**src/rtl/adder_seq_mc.sv**
```systemverilog
// adder_seq_mc: multi-operand sequential adder/subtractor.
//
// The block holds a bank of DEPTH operand registers that are loaded through a
// simple write handshake. A start pulse launches a reduction over a masked
// subset of the bank, processing one operand per clock.
//
// Ports:
//   i_clk    clock, all logic on the rising edge
//   i_rstn   synchronous active-low reset
//   i_addr   operand register index for writes
//   i_data   write data
//   i_we     write enable (accepted in IDLE only)
//   i_start  start a reduction (accepted in IDLE only)
//   i_mode   0: sum of selected regs; 1: reg[0] minus the other selected regs
//   i_mask   participation mask, bit i selects reg[i]
//   o_data   result, held until the next completion or reset
//   o_ovf    sticky overflow/underflow of the last reduction
//   o_ready  one-cycle pulse when o_data/o_ovf are new
//   o_ack    one-cycle pulse acknowledging an accepted write
//   o_busy   high while a reduction is in progress (RUN and DONE)
module adder_seq_mc #(
  parameter int unsigned N     = 8,
  parameter int unsigned DEPTH = 4,
  parameter int unsigned SAT   = 0,
  parameter int unsigned AW    = $clog2(DEPTH)
) (
  input  logic             i_clk,
  input  logic             i_rstn,
  input  logic [AW-1:0]    i_addr,
  input  logic [N-1:0]     i_data,
  input  logic             i_we,
  input  logic             i_start,
  input  logic             i_mode,
  input  logic [DEPTH-1:0] i_mask,
  output logic [N-1:0]     o_data,
  output logic             o_ovf,
  output logic             o_ready,
  output logic             o_ack,
  output logic             o_busy
);

  localparam logic [AW-1:0] LastIdx = AW'(DEPTH - 1);

  typedef enum logic [1:0] {StIdle, StRun, StDone} state_e;

  state_e             state_q, state_d;
  logic [N-1:0]       regs_q [DEPTH];
  logic [N-1:0]       acc_q, acc_d;
  logic [AW-1:0]      idx_q, idx_d;
  logic               ovf_q, ovf_d;
  logic               mode_q, mode_d;
  logic [DEPTH-1:0]   mask_q, mask_d;
  logic [N-1:0]       data_q, data_d;
  logic               res_ovf_q, res_ovf_d;
  logic               ack_q, ack_d;
  logic               wr_en;

  logic [N-1:0]       opnd;
  logic [N:0]         sum;
  logic [N:0]         diff;
  logic [N-1:0]       step_acc;
  logic               step_carry;

  // Single reduction step on the operand currently indexed by idx_q.
  always_comb begin
    opnd       = regs_q[idx_q];
    sum        = {1'b0, acc_q} + {1'b0, opnd};
    diff       = {1'b0, acc_q} - {1'b0, opnd};
    step_acc   = acc_q;
    step_carry = 1'b0;
    if (mask_q[idx_q]) begin
      if (!mode_q) begin
        step_carry = sum[N];
        step_acc   = (SAT != 0 && step_carry) ? '1 : sum[N-1:0];
      end else if (idx_q == '0) begin
        // Subtraction seeds the accumulator with the minuend.
        step_acc = opnd;
      end else begin
        step_carry = diff[N];
        step_acc   = (SAT != 0 && step_carry) ? '0 : diff[N-1:0];
      end
    end
  end

  always_comb begin
    state_d   = state_q;
    acc_d     = acc_q;
    idx_d     = idx_q;
    ovf_d     = ovf_q;
    mode_d    = mode_q;
    mask_d    = mask_q;
    data_d    = data_q;
    res_ovf_d = res_ovf_q;
    ack_d     = 1'b0;
    wr_en     = 1'b0;
    unique case (state_q)
      StIdle: begin
        if (i_we) begin
          wr_en = 1'b1;
          ack_d = 1'b1;
        end
        // The write lands at this edge, before the first RUN read.
        if (i_start) begin
          mode_d  = i_mode;
          mask_d  = i_mask;
          acc_d   = '0;
          idx_d   = '0;
          ovf_d   = 1'b0;
          state_d = StRun;
        end
      end
      StRun: begin
        acc_d = step_acc;
        ovf_d = ovf_q | step_carry;
        idx_d = idx_q + 1'b1;
        if (idx_q == LastIdx) begin
          data_d    = step_acc;
          res_ovf_d = ovf_q | step_carry;
          state_d   = StDone;
        end
      end
      StDone: begin
        state_d = StIdle;
      end
      default: begin
        state_d = StIdle;
      end
    endcase
  end

  always_ff @(posedge i_clk) begin
    if (!i_rstn) begin
      state_q   <= StIdle;
      acc_q     <= '0;
      idx_q     <= '0;
      ovf_q     <= 1'b0;
      mode_q    <= 1'b0;
      mask_q    <= '0;
      data_q    <= '0;
      res_ovf_q <= 1'b0;
      ack_q     <= 1'b0;
    end else begin
      state_q   <= state_d;
      acc_q     <= acc_d;
      idx_q     <= idx_d;
      ovf_q     <= ovf_d;
      mode_q    <= mode_d;
      mask_q    <= mask_d;
      data_q    <= data_d;
      res_ovf_q <= res_ovf_d;
      ack_q     <= ack_d;
    end
  end

  always_ff @(posedge i_clk) begin
    if (!i_rstn) begin
      for (int i = 0; i < int'(DEPTH); i++) begin
        regs_q[i] <= '0;
      end
    end else if (wr_en) begin
      regs_q[i_addr] <= i_data;
    end
  end

  assign o_data  = data_q;
  assign o_ovf   = res_ovf_q;
  assign o_ack   = ack_q;
  assign o_ready = (state_q == StDone);
  assign o_busy  = (state_q != StIdle);

endmodule

```
**config.mk**
```make
export PLATFORM = sky130hd
export DESIGN_NAME = adder_seq_mc
export DESIGN_NICKNAME = d
export VERILOG_FILES = /design/src/rtl/adder_seq_mc.sv
export SDC_FILE = /design/constraint.sdc
export NUM_CORES = 1
export LEC_CHECK = 0
export ABC_AREA = 0
export CORE_ASPECT_RATIO = 0.6
export CORE_MARGIN = 1.5
export CORE_UTILIZATION = 33
export CTS_BUF_LIST = sky130_fd_sc_hd__clkbuf_4 sky130_fd_sc_hd__clkbuf_8
export CTS_CLUSTER_SIZE = 24
export DETAILED_ROUTE_END_ITERATION = 8
export PLACE_DENSITY = 0.55
export REMOVE_ABC_BUFFERS = 1
export SKIP_CTS_REPAIR_TIMING = 1
export SYNTH_ARGS = -nofsm -noshare
export SYNTH_HDL_FRONTEND = slang
export SYNTH_SLANG_ARGS = --single-unit
export TNS_END_PERCENT = 5
```
**constraint.sdc**
```tcl
create_clock -name i_clk -period 7.08 [get_ports i_clk]
set_input_delay 1.062 -clock i_clk [delete_from_list [all_inputs] [get_ports i_clk]]
set_output_delay 1.062 -clock i_clk [all_outputs]
set_load 0.01 [all_outputs]
```
Yosys cells after proc, flatten, opt, wreduce, memory -nomap -nowiden
Memories as Yosys holds them, arrays and structs flattened. A register that Yosys moved wholly into a read port is not among the register bits.
Index checks and enable logic that the tools add are counted.
{ "totals": {"ff_bits": 28, "ram_bits": 32, "out_inout_bits": 12, "elab_cells": 57, "mem_count": 1} }
{ "classes": {"addsub": 3, "magnitude_cmp": 1, "eq_ne": 5, "n_mux": 28, "n_bitwise": 1, "n_reduce_logical": 9} }
{ "mem_list": {"columns": ["memory", "depth", "width", "rd", "rd_ports_with_merged_regs", "write_ports", "line", "source"], "rows": [
  ["regs_q", 4, 8, 1, 1, 4, "47", "logic [N-1:0] regs_q [DEPTH];"]
]} }
{ "ops": {"columns": ["operator", "count"], "rows": [
  ["2-to-1 mux 8 bit", 5],
  ["case mux 8 bit (2 select lines)", 1],
  ["2-to-1 mux 1 bit", 12],
  ["2-to-1 mux 2 bit", 6],
  ["adder 8 x 8 -> 9 bit", 1],
  ["subtractor 8 x 8 -> 9 bit", 1],
  ["case mux 2 bit (2 select lines)", 2],
  ["AND reduction 2 bit", 4],
  ["OR reduction 8 bit", 1],
  ["== test 2 bit, second input constant", 2],
  ["logical NOT 2 bit", 2],
  ["!= test 2 bit, second input constant", 2],
  ["nonzero test 2 bit", 2],
  ["less-than comparator 2 x 3 -> 1 bit, second input constant", 1],
  ["adder 2 x 1 -> 2 bit, second input constant", 1],
  ["binary-select mux 1 bit (select 2 bit)", 1],
  ["== test 2 x 1 -> 1 bit, second input constant", 1],
  ["case mux 1 bit (2 select lines)", 1],
  ["OR 1 bit", 1]
]} }

Logic depth before layout (Yosys ltp)
{ "logic_depth": {"ltp_word": 7, "ltp_mapped": 11} }

Worst setup path before layout
No wires, ideal clock.
{ "synth_timing": {"kind": "flip-flop to flip-flop", "start": "register with a tool-made name", "end": "register data_q[4], in the netlist o_data[4]", "setup_ns": 0.070, "t_arrival_ns": 2.534, "required_ns": 7.010, "slack_ns": 4.476, "stages_incl_launch_ff": 11, "period_less_slack_ns": 2.604, "path_cell_list": "dfxtp_1 > buf_6 > mux4_2 > ha_1 > fa_1 > nor2b_4 > o21ai_0 > a221o_1 > a31oi_1 > nand2_1 > a21oi_1"} }
{ "synth_rtl": {"columns": ["element", "line", "source"], "rows": [
  ["end signal, assigned", "149", "data_q <= data_d;"],
  ["end, declared", "53", "logic [N-1:0] data_q, data_d;"]
]} }

==> results.sh <==
export IMPL_ir_worst_vdd_v=0.000164
export IMPL_num_nets_final=412
export IMPL_fin_worst_skew_ns=0.00734
export IMPL_seqCellArea_sq_um=1560
export IMPL_grt_usage_pct=15.9
export IMPL_syn_to_final_growth_pct=19.0
export IMPL_io_pin_count=31
export IMPL_grt_pass1_vias=2423
export IMPL_via_per_inst=5.13
export IMPL_end_kind="flip-flop"
export IMPL_powerDensity_nw_per_um2=218
export IMPL_cp_required_ns=7.07
export IMPL_fillCellCount=962
export IMPL_fin_cells=512
export IMPL_cp_num_buf_inv=2
export IMPL_place_hpwl_um=6190
export IMPL_drv_cap=0
export IMPL_wirelength_um=8080
export IMPL_synth_cells=343
export IMPL_antenna_left=0
export IMPL_hold_violations=0
export IMPL_p_leak_nw=1.55
export IMPL_fmax_mhz=314
export IMPL_whs_ns=0.453
export IMPL_initial_utilization_pct=34.6
export IMPL_drive_gt1_share_pct=9.55
export IMPL_antenna_found_initial=0
export IMPL_utilization_pct=41.2
export IMPL_seq_area_frac_synth_pct=44.9
export IMPL_wire_per_inst_um=15.8
export IMPL_grt_max_degree=36
export IMPL_worstPathCellList="clkdlybuf4s50_1, buf_4, nand3_1, nor3b_1, nand2b_1"
export IMPL_relSlewSlack_pct=46.9
export IMPL_synth_area_leaders="edfxtp_1, dfxtp_1, ha_1"
export IMPL_setup_viol=0
export IMPL_cts_tree="built"
export IMPL_netlist_area_leader_share_pct=27.6
export IMPL_dp_slack_ns=3.52
export IMPL_ys_ff_latch=62
export IMPL_clockBufferDepth=2
export IMPL_multi_input_area_sq_um=1770
export IMPL_crit_type="input pin to flip-flop"
export IMPL_port_buffers=30
export IMPL_max_slew_worst_pin_slew_ns=0.795
export IMPL_die_w_um=135
export IMPL_yosys_most_used_dff="edfxtp_1"
export IMPL_numCtsBuffers=9
export IMPL_cts_root_buf="clkbuf_8"
export IMPL_dp_cells=496
export IMPL_die_y_um=82.5
export IMPL_synth_area_per_cell_sq_um=10.1
export IMPL_finalPower_uw=901
export IMPL_cp_max_fo=35
export IMPL_yosysUniqueCellTypes=54
export IMPL_crit_path_top_delay_cell="nor3b_1"
export IMPL_status="finished, final reports clean"
export IMPL_n_antenna_cell=0
export IMPL_routed_via_count=2629
export IMPL_synth_commonest_cells="and2_1, edfxtp_1, nand2_1"
export IMPL_layout_min_cycle_time_ns=3.19
export IMPL_die_area_sq_um=11200
export IMPL_post_dp_cell_area_sq_um=3900
export IMPL_drc=0
export IMPL_async_reset_ff_share_pct=0
export IMPL_gp_congestion=0.826
export IMPL_grt_remaining_overflow=0
export IMPL_cts_sinks=62
export IMPL_cts_htree_levels=3
export IMPL_yosys_warnings=0
export IMPL_netlist_area_sq_um=3480
export IMPL_slowest_delay_ns=0.69
export IMPL_critPathArrivalTime_ns=3.18
export IMPL_synth_top_cell_by_area="edfxtp_1"
export IMPL_tns_ns=0
export IMPL_dr_first_iter_drc_count=216
export IMPL_post_route_period_util_pct=45.1
export IMPL_stdcell_area_sq_um=4140
export IMPL_core_area_sq_um=10100
export IMPL_crit_path_start_kind="input pin"
export IMPL_hold_path_class="flip-flop to flip-flop"
export IMPL_grt_pass1_wl_um=13100
export IMPL_insertion_delay_ns=0.34
export IMPL_clkTransAtPathRegs_ns=0.06
export IMPL_slew_violations=0
export IMPL_grt_setup_unrepaired="no"
export IMPL_synth_edf_count=32
export IMPL_yosysMostFrequentCell="and2_1"
export IMPL_rows=28
export IMPL_first_pass_iters=5
export IMPL_cp_top_family="simple AND/OR/NAND/NOR gates"
export IMPL_fin_ws_ns=3.89
worst paths after layout:
kind                           from                    endpoint  slack (ns)  cells after the start
min reg2reg  o_data[0]$_SDFFE_PN0P_      o_data[0]$_SDFFE_PN0P_        0.45                      2
max reg2reg               flip-flop       acc_q[4]$_SDFFE_PN0P_        3.89                      9
max                          i_rstn  regs_q[1][5]$_SDFFCE_PN0P_        3.89                      5
min          o_data[0]$_SDFFE_PN0P_      o_data[0]$_SDFFE_PN0P_        0.45                      2
per-layer routing:
metal / global-route usage, % / share of wire, % / vias up
met3: 4.09 / 5.2 / 10
met4: 3.98 / 0.94 / 0
met5: 0 / 0 / -
met2: 22.1 / 40 / 74
met1: 24.0 / 54 / 1253
li1: - / - / 1292
where the power goes:
part / leakage, nW / switching, mW / total [mW] / internal (mW)
clock network: 0.119 / 0.132 / 0.371 / 0.240
registers: 0.576 / 0.0111 / 0.404 / 0.393
logic: 0.853 / 0.0716 / 0.126 / 0.0540
kinds of logic after synthesis:
kind of cell / Yosys count / synth area share (%)
compound gates: 77 / 15.2
xor+xnor: 6 / 1.51
fa+ha+maj: 21 / 7.99
buf+inv: 36 / 4.18
flops: 62 / 44.9
mux: 12 / 6.73
simple gates: 129 / 19.5
area by class of cell:
class	instances	area share, %
multi-input combinational	245	42.8
inverter	21	1.91
clock inverter	5	2.36
sequential	62	37.7
tap	135	4.08
timing repair buffer	33	7.80
clock buffer	11	3.36
flip-flops by register name (all words and copies together) (netlist names), named ones only:
name / flops
acc_q: 8
idx_q: 2
mask_q: 4
mode_q: 1
o_ack: 1
o_data: 8
o_ovf: 1
ovf_q: 1
regs_q: 32
state_q: 2
tightest hold or removal path, stage by stage, from the launching register on:
cell and delay, ns:
dfxtp_1 0.31, nand3_1 0.06, nand2_1 0.04
placed cells by master (no fill, tap or decap), drive strengths merged, types with 3 or more instances in the layout:
| master | n |
|---|---|
| a21boi | 6 |
| a21oi | 18 |
| a31oi | 5 |
| and2 | 37 |
| buf | 3 |
| bufinv | 3 |
| clkbuf | 11 |
| clkdlybuf4s50 | 30 |
| dfxtp | 30 |
| edfxtp | 32 |
| ha | 19 |
| inv | 21 |
| mux4 | 9 |
| nand2 | 31 |
| nand2b | 6 |
| nand3 | 13 |
| nor2 | 16 |
| nor2b | 9 |
| nor3 | 8 |
| o211ai | 4 |
| o21ai | 21 |
| xor2 | 5 |
(Power assumes the default switching activity.)
